===== config.mk =====
export PLATFORM = sky130hd
export DESIGN_NAME = core_test_sequencer
export DESIGN_NICKNAME = d
export VERILOG_FILES = /design/src/rtl/core_test_pkg.sv /design/src/rtl/core_test_sequencer_check_table.sv /design/src/rtl/core_test_sequencer.sv
export SDC_FILE = /design/constraint.sdc
export NUM_CORES = 1
export LEC_CHECK = 0
export CORE_MARGIN = 4
export CORE_UTILIZATION = 52
export CTS_BUF_LIST = sky130_fd_sc_hd__clkbuf_4 sky130_fd_sc_hd__clkbuf_8 sky130_fd_sc_hd__clkbuf_16
export CTS_CLUSTER_SIZE = 25
export DETAILED_ROUTE_END_ITERATION = 8
export PLACE_DENSITY = 0.79
export SLEW_MARGIN = 10
export SYNTH_ARGS = -nofsm -noshare
export SYNTH_HDL_FRONTEND = slang
export SYNTH_SLANG_ARGS = --single-unit

===== constraint.sdc =====
create_clock -name clk_i -period 3.86 [get_ports clk_i]
set_input_delay 0.772 -clock clk_i [delete_from_list [all_inputs] [get_ports clk_i]]
set_output_delay 0.772 -clock clk_i [all_outputs]
set_load 0.02 [all_outputs]

===== src/rtl/core_test_pkg.sv =====
// Shared types and default sizes for the core test sequencer.
// SEQ_CHECK_MASK_EN adds a per-entry compare mask to check_entry_t.
package core_test_pkg;

  localparam int unsigned XLEN_DEF       = 32;
  localparam int unsigned REG_AW_DEF     = 5;
  localparam int unsigned MAX_CHECKS_DEF = 8;
  localparam int unsigned CNT_W_DEF      = 16;

  typedef enum logic [2:0] {
    S_IDLE,
    S_HOLD,
    S_RUN,
    S_REQ,
    S_CMP,
    S_DONE
  } seq_state_e;

  typedef struct packed {
    logic [REG_AW_DEF-1:0] reg_idx;
    logic [XLEN_DEF-1:0]   val;
`ifdef SEQ_CHECK_MASK_EN
    logic [XLEN_DEF-1:0]   mask;
`endif
  } check_entry_t;

endpackage


===== src/rtl/core_test_sequencer_check_table.sv =====
// Expected-value table: synchronous write port, combinational read of one entry.
// Entry layout follows check_entry_t (mask field only with SEQ_CHECK_MASK_EN).
module check_table
  import core_test_pkg::*;
#(
  parameter int unsigned MAX_CHECKS = MAX_CHECKS_DEF
) (
  input  logic                          clk_i,
  input  logic                          we_i,
  input  logic [$clog2(MAX_CHECKS)-1:0] wr_idx_i,
  input  check_entry_t                  wr_entry_i,
  input  logic [$clog2(MAX_CHECKS)-1:0] rd_idx_i,
  output check_entry_t                  rd_entry_c_o
);

  // Contents are deliberately not reset; the table is loaded before use.
  check_entry_t mem_q [MAX_CHECKS];

  always_ff @(posedge clk_i) begin
    if (we_i) begin
      mem_q[wr_idx_i] <= wr_entry_i;
    end
  end

  assign rd_entry_c_o = mem_q[rd_idx_i];

endmodule


===== src/rtl/core_test_sequencer.sv =====
// Holds the core in reset, lets it run, then walks the expected-value table through
// the register-file probe. SEQ_CHECK_MASK_EN adds cfg_mask_i and masked compares.
module core_test_sequencer
  import core_test_pkg::*;
#(
  parameter int unsigned XLEN       = XLEN_DEF,
  parameter int unsigned REG_AW     = REG_AW_DEF,
  parameter int unsigned MAX_CHECKS = MAX_CHECKS_DEF,
  parameter int unsigned CNT_W      = CNT_W_DEF
) (
  input  logic                            clk_i,
  input  logic                            reset_i,
  input  logic                            start_i,
  input  logic [CNT_W-1:0]                hold_cycles_i,
  input  logic [CNT_W-1:0]                run_cycles_i,
  input  logic [$clog2(MAX_CHECKS+1)-1:0] num_checks_i,
  input  logic                            cfg_we_i,
  input  logic [$clog2(MAX_CHECKS)-1:0]   cfg_idx_i,
  input  logic [REG_AW-1:0]               cfg_reg_i,
  input  logic [XLEN-1:0]                 cfg_val_i,
`ifdef SEQ_CHECK_MASK_EN
  input  logic [XLEN-1:0]                 cfg_mask_i,
`endif
  output logic                            core_hold_o,
  output logic [REG_AW-1:0]               probe_addr_o,
  input  logic [XLEN-1:0]                 probe_data_i,
  output logic                            busy_o,
  output logic                            done_o,
  output logic                            pass_o,
  output logic [$clog2(MAX_CHECKS)-1:0]   fail_idx_o,
  output logic [XLEN-1:0]                 fail_got_o
);

  localparam int unsigned IDX_W = $clog2(MAX_CHECKS);
  localparam int unsigned NUM_W = $clog2(MAX_CHECKS + 1);

  seq_state_e       state_q;
  logic [CNT_W-1:0] hold_q, run_q, cnt_q;
  logic [NUM_W-1:0] nchk_q;
  logic [IDX_W-1:0] idx_q, rd_idx_c;
  logic [XLEN-1:0]  exp_val_q;
`ifdef SEQ_CHECK_MASK_EN
  logic [XLEN-1:0]  exp_mask_q;
`endif
  check_entry_t     wr_entry_c, rd_entry_c;
  logic             table_we_c, match_c, last_c, hold_last_c, run_end_c;

  always_comb begin
    wr_entry_c         = '0;
    wr_entry_c.reg_idx = cfg_reg_i;
    wr_entry_c.val     = cfg_val_i;
`ifdef SEQ_CHECK_MASK_EN
    wr_entry_c.mask    = cfg_mask_i;
`endif
  end

  assign table_we_c = cfg_we_i && ((state_q == S_IDLE) || (state_q == S_DONE));
  // Entry for the next REQ: 0 when leaving the run phase, i+1 when leaving CMP.
  assign rd_idx_c   = (state_q == S_CMP) ? idx_q + IDX_W'(1) : '0;

  check_table #(.MAX_CHECKS(MAX_CHECKS)) u_table (
    .clk_i       (clk_i),
    .we_i        (table_we_c),
    .wr_idx_i    (cfg_idx_i),
    .wr_entry_i  (wr_entry_c),
    .rd_idx_i    (rd_idx_c),
    .rd_entry_c_o(rd_entry_c)
  );

`ifdef SEQ_CHECK_MASK_EN
  assign match_c = ((probe_data_i ^ exp_val_q) & exp_mask_q) == '0;
`else
  assign match_c = (probe_data_i == exp_val_q);
`endif

  assign last_c      = (NUM_W'(idx_q) + NUM_W'(1)) == nchk_q;
  // A hold length of 0 behaves as 1.
  assign hold_last_c = (hold_q <= CNT_W'(1)) || (cnt_q == hold_q - CNT_W'(1));
  assign run_end_c   = ((state_q == S_HOLD) && hold_last_c && (run_q == '0)) ||
                       ((state_q == S_RUN) && (cnt_q == run_q - CNT_W'(1)));

  always_ff @(posedge clk_i) begin
    if (reset_i) begin
      state_q      <= S_IDLE;
      hold_q       <= '0;
      run_q        <= '0;
      cnt_q        <= '0;
      nchk_q       <= '0;
      idx_q        <= '0;
      exp_val_q    <= '0;
`ifdef SEQ_CHECK_MASK_EN
      exp_mask_q   <= '0;
`endif
      core_hold_o  <= 1'b1;
      probe_addr_o <= '0;
      busy_o       <= 1'b0;
      done_o       <= 1'b0;
      pass_o       <= 1'b0;
      fail_idx_o   <= '0;
      fail_got_o   <= '0;
    end else begin
      case (state_q)
        S_IDLE: begin
          core_hold_o <= 1'b1;
          if (start_i) begin
            state_q    <= S_HOLD;
            hold_q     <= hold_cycles_i;
            run_q      <= run_cycles_i;
            nchk_q     <= (num_checks_i > NUM_W'(MAX_CHECKS)) ? NUM_W'(MAX_CHECKS) : num_checks_i;
            cnt_q      <= '0;
            idx_q      <= '0;
            busy_o     <= 1'b1;
            done_o     <= 1'b0;
            pass_o     <= 1'b0;
            fail_idx_o <= '0;
            fail_got_o <= '0;
          end
        end
        S_HOLD, S_RUN: begin
          if (run_end_c) begin
            core_hold_o <= 1'b0;
            cnt_q       <= '0;
            idx_q       <= '0;
            if (nchk_q == '0) begin
              state_q <= S_DONE;
              busy_o  <= 1'b0;
              done_o  <= 1'b1;
              pass_o  <= 1'b1;
            end else begin
              state_q      <= S_REQ;
              probe_addr_o <= REG_AW'(rd_entry_c.reg_idx);
              exp_val_q    <= XLEN'(rd_entry_c.val);
`ifdef SEQ_CHECK_MASK_EN
              exp_mask_q   <= XLEN'(rd_entry_c.mask);
`endif
            end
          end else if ((state_q == S_HOLD) && hold_last_c) begin
            state_q     <= S_RUN;
            core_hold_o <= 1'b0;
            cnt_q       <= '0;
          end else begin
            cnt_q <= cnt_q + CNT_W'(1);
          end
        end
        S_REQ: begin
          state_q <= S_CMP;
        end
        S_CMP: begin
          if (!match_c) begin
            state_q    <= S_DONE;
            busy_o     <= 1'b0;
            done_o     <= 1'b1;
            pass_o     <= 1'b0;
            fail_idx_o <= idx_q;
            fail_got_o <= probe_data_i;
          end else if (last_c) begin
            state_q <= S_DONE;
            busy_o  <= 1'b0;
            done_o  <= 1'b1;
            pass_o  <= 1'b1;
          end else begin
            state_q      <= S_REQ;
            idx_q        <= idx_q + IDX_W'(1);
            probe_addr_o <= REG_AW'(rd_entry_c.reg_idx);
            exp_val_q    <= XLEN'(rd_entry_c.val);
`ifdef SEQ_CHECK_MASK_EN
            exp_mask_q   <= XLEN'(rd_entry_c.mask);
`endif
          end
        end
        S_DONE: begin
          state_q     <= S_IDLE;
          core_hold_o <= 1'b1;
        end
        default: begin
          state_q <= S_IDLE;
        end
      endcase
    end
  end

endmodule


==> results <==
- The buffer depth of the longest clock path is 3.
- The worst flop-to-flop path endpoint is exp_val_q[1]$_SDFFE_PP0P_.
- Headroom to the max-slew limit came out at 0.384.
- Setup violations remaining at the end of the flow were counted as 0.
- CTS built an H-tree with a depth of 2.
- The number of global-route vias before repair is ~12000.
- The power dissipated by switching net loads is 3.41 mW.
- The total of flip-flops plus latches after synthesis is between 400 and 500.
- The launching element type of the critical path is a flip-flop.
- The top-area cell type share of the netlist area is 0.478.
- The class of the worst hold path is reg2reg.
- The count of buffers added on input and output ports is 155.
- For this run, the register share of the synthesized area comes to 0.623.
- The initial antenna violation count is 2.
- The top fanout value on the critical path is 24.
- The synthesized design contains a little under 300 enable-type register cells.
- The largest stage delay on the critical path is 0.53 ns.
- Of the total power, the share spent switching nets is 0.277.
- The final route contains between 10000 and 15000 vias.
- The summed negative setup slack over all endpoints is 0 ns.
- The number of cells on the worst reg-to-reg path is 11.
- The share of total power dissipated in combinational logic is 0.198.
- The floorplan step set the die height to 197 µm.
- The first detailed-routing pass took 5 iterations.
- Counting every net in the synthesized netlist gives approximately 1500.
- The number of vias per cell after detailed routing is slightly below 6.
- For this design, the CTS-stage hold fixing added 0 buffers.
- The post-synthesis area per instance is 13.1 µm².
- In this run, the number of DRC markers left after iteration 0 of detailed routing was around 980.
- Of all flip-flops after synthesis, the portion carrying an async set or reset was 0.
- The clock latency reported for the late side of the worst-skew pair is ~0.57 ns.
- The pin count of the biggest net entering global routing is approximately 120.
- The top flip-flop cell by instance count after synthesis is edfxtp_1.
- The total overflow left after global routing is 0.
- In this run the cell area measured after placement is between 20000 and 25000 µm².
- Once detail routing completed, the nets flagged for antenna violations numbered 0.
- After clock tree synthesis, the clock-pin slew on the worst setup and hold paths is around 0.060 ns.
- The die is between 150 and 200 µm wide.
- During I/O placement, the number of pins put on the boundary was approximately 160.
- After clock tree synthesis, the setup repair step added 0 buffers.
- The number of cells produced by synthesis is between 1000 and 1500.
- For this run, design rule violations remaining after detail routing come to 0.
- The worst register-to-register path begins at run_q[0]$_SDFFE_PP0P_.
- Routability-driven placement finished with a final weighted congestion of ~0.88.
- The library cell occupying the most area in the post-synthesis netlist is edfxtp_1.
- The count of final hold-check violations is 0.
- Of the total power, the clock network draws 0.353.
- The half-perimeter wire length after placement is approximately 27 mm.
- The worst-case register-to-register setup slack is about 0.31 ns.
- The arrival time at the worst endpoint is 4.01 ns.
- VDD sags by at most roughly 0.00051 V.
- Setup repair after global routing left no endpoint under its margin.
- For the final database, setup skew stands at 0.0191 ns.
- Summing every instance area after synthesis gives ~19000 µm².
- The final clock period utilization by the worst path is 0.920.
- The final max-slew violation count came to 0.
- The number of buffers created by CTS is between 40 and 50.
- The root buffer cell chosen for the clock tree is clkbuf_16.
- In the final design database the tool counted 1672 nets.
- The critical path ends at exp_val_q[1]$_SDFFE_PP0P_.
- The number of placed instances, taps included is 1964.
- The critical path goes through inv_1 > ha_1 > or4b_4 > or4_1 > o21a_1 > a22o_1 > nor4_4 > o21ba_1 > a41o_2 > buf_12 > mux2_2.
- The floorplan step defined a core boundary enclosing around 35000 µm².
- Counting distinct cell types in the post-synthesis netlist gives 72.
- The critical path endpoint category is a flip-flop.
- Tracing the worst setup path back leads to its startpoint at run_q[0]$_SDFFE_PP0P_.
- The clock tree from TritonCTS is built.
- During synthesis, Yosys emitted a total of 0 warnings.
- The initial standard-cell utilization of the core is 0.533.
- The total of cells resized after clock tree synthesis is 0.
- The upper clock frequency limit is roughly 280 MHz.
- Among all stages on the critical path, the largest delay is contributed by or4_1.
- The share of total power in sequential cells is 0.448.
- The power density relative to cell area is 554 nW/µm².
- In the final layout, the share of cells above drive strength 1 is 0.136.
- Across the run, the number of max-cap violations was 0.
- The internal power is between 8 and 9 mW.
- The total length of routed wires is between 40 and 50 mm.
- In the global route stage, overall resource usage came out at 0.225.
- CTS saw 430 sinks.
- The clock period minus worst slack is 3.55 ns.
- In this run the core area contains just under 70 standard-cell rows.
- The flow ran to the end, and the final reports show no timing, DRC or antenna violations.
- The overall power after layout is between 10 and 15 mW.
- The post-route standard cell area excluding fillers is about 22000 µm².
- The critical path in this run is classified as reg2reg.
- The first global-routing pass estimated 68.5 mm of wire.
- For the pin with the worst max-slew slack, the measured transition is 0.924 ns.
- The critical path required time is 4.32 ns.
- The total leakage power is 7.58 nW.
- Leaving out filler cells and counting taps, the final layout contains 2046.
- The detail-routed net length per standard cell is between 20 and 25 µm.
- Ranked by total cell area, the synthesized netlist is headed by edfxtp_1, dfxtp_1, mux4_2.
- The area growth from synthesis to layout is 19.8%.
- The floorplan die area is about 39000 µm².
==> registers in the layout (all words and copies together) (netlist names), 3 cells and up <==
register and cells:
u_table.mem_q 296, run_q 16, exp_val_q 32, hold_q 16
idx_q 3, fail_idx_o 3, fail_got_o 32, nchk_q 4
state_q 3, cnt_q 16, probe_addr_o 5
==> cells by family after synthesis <==
family,after synthesis,share of synthesized area
flip-flops,430,0.623
AND/OR/NAND/NOR,407,0.111
AO/OA/AOI/OAI,226,0.0787
multiplexers,151,0.115
buffers and inverters,114,0.0273
XOR/XNOR,86,0.0420
adder cells (fa/ha/maj),5,0.00337
==> power by group through the flow <==
stage	clock network [mW]	logic [mW]	registers (mW)
2_1_floorplan	0	1.73	5.53
3_3_place_gp	0	2.36	5.60
3_5_place_dp	0	2.41	5.61
4_1_cts	4.43	2.43	5.52
5_1_grt	4.62	2.64	5.57
6_report	4.35	2.45	5.53
==> through the flow <==
step / utilization / setup slack (ns) / hold slack [ns]
2_1_floorplan: - / 0.619 / 0.448
3_3_place_gp: 0.595 / 0.215 / 0.472
3_5_place_dp: 0.595 / 0.203 / 0.480
4_1_cts: 0.638 / 0.293 / 0.489
5_1_grt: 0.638 / 0.141 / 0.513
6_report: 0.638 / 0.310 / 0.488
==> worst min-delay path by stage <==
stage / startpoint / endpoint / slack, ns / cells after the start
2_1_floorplan: nchk_q[0]$_SDFFE_PP0P_ / nchk_q[0]$_SDFFE_PP0P_ / 0.45 / 2
3_3_place_gp: core_hold_o$_SDFFE_PP1P_ / core_hold_o$_SDFFE_PP1P_ / 0.47 / 2
3_5_place_dp: nchk_q[1]$_SDFFE_PP0P_ / nchk_q[1]$_SDFFE_PP0P_ / 0.48 / 2
4_1_cts: pass_o$_SDFFE_PP0P_ / pass_o$_SDFFE_PP0P_ / 0.49 / 2
5_1_grt: nchk_q[1]$_SDFFE_PP0P_ / nchk_q[1]$_SDFFE_PP0P_ / 0.51 / 2
6_report: nchk_q[1]$_SDFFE_PP0P_ / nchk_q[1]$_SDFFE_PP0P_ / 0.49 / 2
==> critical path: cells and delay by family, from the launching register on <==
| family | cells | cell delay (ns) |
|---|---|---|
| simple gates | 3 | 1.46 |
| compound gates | 4 | 0.69 |
| mux | 1 | 0.35 |
| flops | 1 | 0.33 |
| buf+inv | 2 | 0.30 |
| fa+ha+maj | 1 | 0.30 |
==> Yosys cell counts, drive strengths merged, types with 15 or more instances <==
cell type	instances
o22ai	78
nor4	17
dfxtp	134
nor3	15
buf	24
mux2	38
mux2i	76
nand2	97
nor2b	40
a31oi	41
a21oi	43
xor2	59
nand3	19
clkbuf	78
and3	43
edfxtp	296
mux4	37
nor2	116
xnor2	25
==> layout make-up <==
class / instances / area [µm²]
fill: 2488 / 12600
sequential: 430 / 11600
multi-input combinational: 875 / 6600
timing repair buffer: 192 / 1960
clock buffer: 60 / 1280
tap: 455 / 569
clock inverter: 21 / 233
inverter: 12 / 45.0
antenna: 1 / 2.50
==> cell usage in the layout (no fill, tap or decap), drive strengths merged, types with 6 or more instances in the layout <==
master,count
nand3,19
o21ai,14
nor2,116
clkinv,14
nand4,12
mux2,38
edfxtp,296
a21oi,43
buf,38
nor4,17
o211ai,6
o22ai,78
inv,14
or4,6
clkbuf,60
nor3b,6
dfxtp,134
xnor2,25
mux4,37
nor2b,40
and3,43
xor2,59
nor3,15
mux2i,76
clkdlybuf4s50,154
nand2b,13
nand2,97
a31oi,41
o31ai,6
==> metal layers <==
metal | global-route usage | share of wire | vias to the layer above
met5 | 0 | 0.00045 | -
met4 | 0.0586 | 0.022 | 2
met2 | 0.372 | 0.48 | 414
li1 | - | - | 5632
met3 | 0.0461 | 0.072 | 73
met1 | 0.308 | 0.42 | 5973
No activity file was read; power rests on OpenSTA's default activity.
